[src/rtl/divun_pkg.sv]
// Shared parameters and types for the iterative unsigned divider.
package divun_pkg;

    localparam int WIDTH          = 32;
    localparam int BITS_PER_CYCLE = 4;
    localparam int ITER           = WIDTH / BITS_PER_CYCLE;
    localparam int CNT_W          = $clog2(ITER);

    typedef enum logic {
        IDLE = 1'b0,
        CALC = 1'b1
    } state_t;

endpackage

[src/rtl/divun_step.sv]
// One radix-2 restoring division step: shift, trial subtract, restore or keep.
module divun_step #(
    parameter int WIDTH = 32
) (
    input  logic [WIDTH-1:0] rem_i,
    input  logic [WIDTH-1:0] quo_i,
    input  logic [WIDTH-1:0] div_i,
    output logic [WIDTH-1:0] rem_o,
    output logic [WIDTH-1:0] quo_o
);

    logic [WIDTH:0] shifted;
    logic [WIDTH:0] trial;
    logic           borrow;

    // The partial remainder always stays below the divisor (and below 2^(WIDTH-1)
    // before the shift when the divisor is zero), so the top bit of the
    // WIDTH+1-bit difference is exactly the borrow.
    always_comb begin
        shifted = {rem_i, quo_i[WIDTH-1]};
        trial   = shifted - {1'b0, div_i};
        borrow  = trial[WIDTH];
        rem_o   = borrow ? shifted[WIDTH-1:0] : trial[WIDTH-1:0];
        quo_o   = {quo_i[WIDTH-2:0], ~borrow};
    end

endmodule

[src/rtl/divun_32.sv]
// Iterative 32-bit unsigned divider, four quotient bits retired per clock.
//
// state | meaning
// IDLE  | waiting for enable; captures operands when enable=1
// CALC  | running chained restoring steps; loads outputs when counter = ITER-1
module divun_32 import divun_pkg::*; #(
    parameter int WIDTH          = divun_pkg::WIDTH,
    parameter int BITS_PER_CYCLE = divun_pkg::BITS_PER_CYCLE
) (
    input  logic             clk,
    input  logic             reset,
    input  logic             enable,
    input  logic [WIDTH-1:0] dividend,
    input  logic [WIDTH-1:0] divisor0,
    output logic [WIDTH-1:0] quotient,
    output logic [WIDTH-1:0] remainder
);

    localparam int LAST = WIDTH / BITS_PER_CYCLE - 1;

    state_t           state_q, state_d;
    logic [CNT_W-1:0] cnt_q, cnt_d;
    logic [WIDTH-1:0] rem_q, rem_d;
    logic [WIDTH-1:0] quo_q, quo_d;
    logic [WIDTH-1:0] div_q, div_d;
    logic [WIDTH-1:0] quotient_q, quotient_d;
    logic [WIDTH-1:0] remainder_q, remainder_d;
    logic             last_iter;

    logic [WIDTH-1:0] rem_chain [0:BITS_PER_CYCLE];
    logic [WIDTH-1:0] quo_chain [0:BITS_PER_CYCLE];

    assign rem_chain[0] = rem_q;
    assign quo_chain[0] = quo_q;

    // Chain of single-bit restoring steps evaluated MSB first within one cycle.
    for (genvar g = 0; g < BITS_PER_CYCLE; g++) begin : g_step
        divun_step #(.WIDTH(WIDTH)) u_step (
            .rem_i (rem_chain[g]),
            .quo_i (quo_chain[g]),
            .div_i (div_q),
            .rem_o (rem_chain[g+1]),
            .quo_o (quo_chain[g+1])
        );
    end

    assign last_iter = (cnt_q == CNT_W'(LAST));

    // State, working and output registers; synchronous reset clears everything.
    always_ff @(posedge clk) begin
        if (reset) begin
            state_q     <= IDLE;
            cnt_q       <= '0;
            rem_q       <= '0;
            quo_q       <= '0;
            div_q       <= '0;
            quotient_q  <= '0;
            remainder_q <= '0;
        end else begin
            state_q     <= state_d;
            cnt_q       <= cnt_d;
            rem_q       <= rem_d;
            quo_q       <= quo_d;
            div_q       <= div_d;
            quotient_q  <= quotient_d;
            remainder_q <= remainder_d;
        end
    end

    // Next-state: start on enable, return to IDLE after the final iteration.
    always_comb begin
        state_d = state_q;
        case (state_q)
            IDLE:    if (enable) state_d = CALC;
            CALC:    if (last_iter) state_d = IDLE;
            default: state_d = IDLE;
        endcase
    end

    // Datapath control: operand capture, per-cycle step advance, result load.
    always_comb begin
        cnt_d       = cnt_q;
        rem_d       = rem_q;
        quo_d       = quo_q;
        div_d       = div_q;
        quotient_d  = quotient_q;
        remainder_d = remainder_q;
        case (state_q)
            IDLE: begin
                if (enable) begin
                    quo_d = dividend;
                    div_d = divisor0;
                    rem_d = '0;
                    cnt_d = '0;
                end
            end
            CALC: begin
                rem_d = rem_chain[BITS_PER_CYCLE];
                quo_d = quo_chain[BITS_PER_CYCLE];
                cnt_d = cnt_q + 1'b1;
                if (last_iter) begin
                    quotient_d  = quo_chain[BITS_PER_CYCLE];
                    remainder_d = rem_chain[BITS_PER_CYCLE];
                end
            end
            default: ;
        endcase
    end

    assign quotient  = quotient_q;
    assign remainder = remainder_q;

endmodule

[config.mk]
export PLATFORM = sky130hd
export DESIGN_NAME = divun_32
export DESIGN_NICKNAME = d
export VERILOG_FILES = /design/src/rtl/divun_pkg.sv /design/src/rtl/divun_step.sv /design/src/rtl/divun_32.sv
export SDC_FILE = /design/constraint.sdc
export NUM_CORES = 1
export LEC_CHECK = 0
export ABC_AREA = 0
export ABC_CLOCK_PERIOD_IN_PS = 15130
export CORE_ASPECT_RATIO = 0.8
export CORE_MARGIN = 10
export CORE_UTILIZATION = 35
export CTS_CLUSTER_DIAMETER = 80
export CTS_CLUSTER_SIZE = 16
export DETAILED_ROUTE_END_ITERATION = 8
export GPL_TIMING_DRIVEN = 1
export SYNTH_ARGS = -nofsm -noshare
export SYNTH_HDL_FRONTEND = slang
export SYNTH_SLANG_ARGS = --single-unit
export TNS_END_PERCENT = 30
[constraint.sdc]
create_clock -name clk -period 15.13 [get_ports clk]
set_clock_uncertainty 0.15 [all_clocks]
set_input_delay 2.2695 -clock clk [delete_from_list [all_inputs] [get_ports clk]]
set_output_delay 2.2695 -clock clk [all_outputs]
set_load 0.02 [all_outputs]
==> impl_metrics.ini <==
[outcome]
status = finished clean

[placement]
post-dp-hpwl_mm = 37.2
place_congestion = 0.957
port_buffers = 130
pre_cts_slack_ns = 1.01
placed_area_sq_um = 15500

[synthesis]
syn_area_sq_um = 13700
synth_edf_count = 0
ys_seq_elements = 164
yosys_most_used_dff = dfxtp_1
synth_compound_area_share_pct = 26.9
yosys.area_share.simple_pct = 16.6
ys_seq_area_share_pct = 23.9
synth.distinct_cells = 80
synthesis.instances = 1744
syn-num-nets = 1945
synthMuxAreaShare_pct = 7.61
syn-mean-instance-area_sq_um = 7.86
synth-xor-area-share_pct = 7.47
async_flop_share_pct = 0
synth_top_family_by_area = compound AO/OA/AOI/OAI gates
synthAdderAreaFrac_pct = 12.4
yosysWarnings = 0

[detailed_routing]
routed_wl_mm = 47.7
vias = 13300
drc = 0
drtPass1Iterations = 7
final_antenna_net_count = 0
via_per_inst = 5.69
post_drt_wl_per_cell_um = 20.4
drt_iter0_drc = 1258

[die]
num_rows = 64
fp.dieH_um = 197
io_pins = 131
coreArea_sq_um = 38400
initial_utilization_pct = 35.7
die_x_um = 241
die_area_sq_um = 47600

[clocking]
ctsResizeCount = 0
htree_levels = 4
numCtsBuffers = 17
postCtsSetupBuffers = 0
clk-insertion-delay-late_ns = 0.44
path_clk_slew_ns = 0.08
postCtsHoldBufs = 0
cts_root_buffer = clkbuf_16
cts.sinks = 164
tritoncts = built
clockBufferDepth = 2

[final_layout]
area_growth_pct = 16.9
fillers = 3951
num-nets-final = 2027
post-route-cell-area_sq_um = 16000
multiInputGateArea_sq_um = 9810
antennaDiodeCount = 0
drive_gt1_share_pct = 6.26
ff_latch_area_sq_um = 3280

[grt]
grt_pass1_vias = 12700
grt_max_degree = 74
grt_usage_pct = 19.6
grt_pass1_wl_mm = 73.2
overflow = 0
antenna_found_initial = 0

[timing]
period_minus_slack_ns = 14.31
rsz0062_at_grt = no
maxSlewHeadroom_pct = 43.6
fmax_ghz = 0.0699
fin_tns_setup_ns = 0
fin_ws_ns = 0.821
maxSlewViolCount = 0
hold_viol_final = 0
tightest_slew_ns = 0.843
period_share_pct = 94.6
setup_viol = 0

[setup_path]
crit_slowest_cell = a21bo_2
arrival_ns = 14.48
crit_fanout = 41
max_stage_delay_ns = 0.57
crit_path_end_kind = flop
critPathRequiredTime_ns = 15.30
cp-start-kind = flop
crit_type = flop to flop
worst_path_most_repeated_cell = a21oi_1

[hold_path]
hold_path_class = flop to flop

[run]
maxCapViolations = 0
[final timing paths]
| kind | endpoint | start | slack, ns | cells after the start |
|---|---|---|---|---|
| setup / recovery | remainder[25]$_SDFFE_PP0P_ | div_q[1]$_SDFFE_PP0P_ | 0.82 | 48 |
| hold / removal | div_q[13]$_SDFFE_PP0P_ | div_q[13]$_SDFFE_PP0P_ | 0.30 | 2 |
| setup reg to reg | remainder[25]$_SDFFE_PP0P_ | div_q[1]$_SDFFE_PP0P_ | 0.82 | 48 |
| hold reg to reg | div_q[13]$_SDFFE_PP0P_ | div_q[13]$_SDFFE_PP0P_ | 0.30 | 2 |
[cell type report]
| cell class | count | area share [%] |
|---|---|---|
| Timing Repair Buffer | 151 | 9.03 |
| Inverter | 87 | 2.04 |
| Sequential cell | 164 | 20.5 |
| Tap cell | 495 | 3.86 |
| Clock buffer | 20 | 2.85 |
| Multi-Input combinational cell | 1405 | 61.2 |
| Clock inverter | 11 | 0.570 |
[cells in the mapped netlist (all sizes together) (18+ instances only)]
library cell    n  area (sq um)
a32o           21           210
nor2          139           522
nand2b         32           200
o31ai          24           180
mux2           38           450
ha            130          1630
buf            26           129
dfxtp         164          3280
clkbuf         62           233
inv            87           327
o211ai         22           170
a21oi         199          1000
xnor2          64           568
o21a           18           135
mux2i          58           593
xor2           50           457
nand2         190           713
o21ai          89           449
a22o           35           307
nor3           22           110
a21o           57           428
nand3          25           125
nand4          32           206
[worst max-delay path, delay by kind of cell, from the launching register on]
family	cells	cell delay, ns
compound gates	27	6.84
xor+xnor	3	1.44
fa+ha+maj	4	1.58
buf+inv	5	1.70
flops	1	0.49
mux	2	0.85
simple gates	7	1.05
[registers in the layout, indices dropped and copies added (netlist names)]
| register | count |
|---|---|
| quotient | 32 |
| rem_q | 32 |
| state_q | 1 |
| remainder | 32 |
| div_q | 32 |
| cnt_q | 3 |
| quo_q | 32 |
[cell usage in the layout (no fill, tap or decap), drive strengths merged, types with 35 or more instances in the layout]
cell / synthesis / routed
nor2: 139 / 139
a21oi: 199 / 199
inv: 87 / 92
xor2: 50 / 50
dfxtp: 164 / 164
o21ai: 89 / 89
a22o: 35 / 35
mux2: 38 / 38
mux2i: 58 / 58
xnor2: 64 / 64
a21o: 57 / 57
ha: 130 / 130
clkdlybuf4s50: 0 / 128
nand2: 190 / 190
[routing by layer]
metal	track usage, %	share of wire (%)
met5	0	0
met4	5.77	2.4
met3	3.85	7.3
met2	30.2	44
met1	27.0	46
[through the flow]
stage,utilization (%),hold slack (ns),std cells
detailed placement,40.3,0.297,2302
finish,41.7,0.305,2333
global route,41.7,0.317,2333
CTS,41.7,0.306,2333
floorplan,-,0.286,1744
global placement,40.3,0.295,2302
[kinds of logic (layout without fill, tap and decap cells)]
family          Yosys count  after routing
compound gates          561            561
xor+xnor                114            114
fa+ha+maj               134            134
buf+inv                 175            269
flops                   164            164
mux                      96             96
simple gates            500            500
Power is not shown: default switching activity piles up to over one toggle a cycle in this logic, so the estimate is an artifact.
==> variant: new RTL, same flow settings <==
The package constant `BITS_PER_CYCLE` goes from 4 to 2.
--- a/src/rtl/divun_pkg.sv
+++ b/src/rtl/divun_pkg.sv
@@ -3,5 +3,5 @@
 
     localparam int WIDTH          = 32;
-    localparam int BITS_PER_CYCLE = 4;
+    localparam int BITS_PER_CYCLE = 2;
     localparam int ITER           = WIDTH / BITS_PER_CYCLE;
     localparam int CNT_W          = $clog2(ITER);
Check against the original RTL: not equivalent (a bounded check fails within 10 cycles, from zero or initial values and one cycle with reset high).
==> variant against the original RTL <==
Worst setup slack improved by 7.2 ns; area after synthesis down 25%; routed wire length shrank 31%; fmax is 100% higher; first-iteration DRC count decreased by 43%; design area fell by 23%; critical path depth fell by 25; sequential cell count rose by 1; synthesized cell count shrank 25%; critical path type unchanged; critical endpoint is now remainder[31]; largest cell class unchanged.
Power is left out: it rests on default switching activity, and per cell area and clock period it moved more than threefold.
==> variant: results (changes against the original RTL) <==
{| class="wikitable"
! Metric !! Value
|-
| Start point of the critical path || quo_q[31]
|-
| Violation count after the first detailed-routing iteration || 714 (-43%)
|-
| First-pass GRT wire length || 52330 µm (-28%)
|-
| Crit Path Max Fanout || 45 (+9.8%)
|-
| Run status || completed
|-
| Routability congestion estimate || 0.9413 (-1.6%)
|-
| Fraction of cell area in non-clock buffers || 11.04% (+2.0 points)
|-
| Number of cells after detailed placement || 1747 (-24%)
|-
| CORE AREA || 0.02856 mm² (-26%)
|-
| Hold Crit Endpoint || div_q[14]
|-
| Total area of sequential cells || 0.003304 mm² (+0.61%)
|-
| Footprint of the multi-input gates || 0.006444 mm² (-34%)
|-
| Synthesized net count || 1446 (-26%)
|-
| Via count of the first global-routing pass || 9222 (-28%)
|-
| FILL cells || 2874 (-27%)
|-
| Net count reported at finish || 1530 (-25%)
|-
| Multi-input gates || 1018 (-28%)
|-
| Worst slack on hold paths || 0.3038 ns (-0.0008040 ns)
|-
| Aggregate routed wire length || 32770 µm (-31%)
|-
| Post-synthesis cell type count || 66 (-18%)
|-
| Number of antenna violations at the first check in global routing || 4 (+4)
|-
| Cell with the most instances after synthesis || sky130_fd_sc_hd__nand2_1
|-
| Pin count of the biggest net entering global routing || 97 (+31%)
|-
| Critical path's largest stage delay || 0.54 ns (-0.03 ns)
|-
| Period utilisation layout || 47.02% (-48 points)
|}
## variant: cells by family (layout without fill, tap and decap cells)
family | count (synthesis) | in the layout | synth area share, %
mux | 84 | 84 | 8.572
compound gates | 412 | 412 | 24.00
fa+ha+maj | 67 | 67 | 8.328
simple gates | 395 | 395 | 16.40
other cells | 0 | 2 | 0
buf+inv | 129 | 226 | 4.970
flops | 165 | 165 | 32.24
xor+xnor | 60 | 60 | 5.495
## variant: layer usage
metal / track usage [%] / share of wire [%] / up-vias
li1: - / - / 4790
met5: 0 / 0.040 / -
met3: 6.740 / 9.0 / 21
met1: 24.76 / 49 / 4525
met2: 25.52 / 41 / 284
met4: 2.782 / 0.56 / 2
## variant: worst max-delay path: cells and delay by family, from the launching register on
family / cells / cell delay [ns]
xor gates and xnor gates: 2 / 0.31
and+or+nand+nor: 1 / 0.20
DFF: 1 / 0.33
muxes: 2 / 0.89
buffers and inverters: 4 / 1.12
adders and majority gates: 3 / 0.98
AOI/OAI and AO/OA: 11 / 2.90
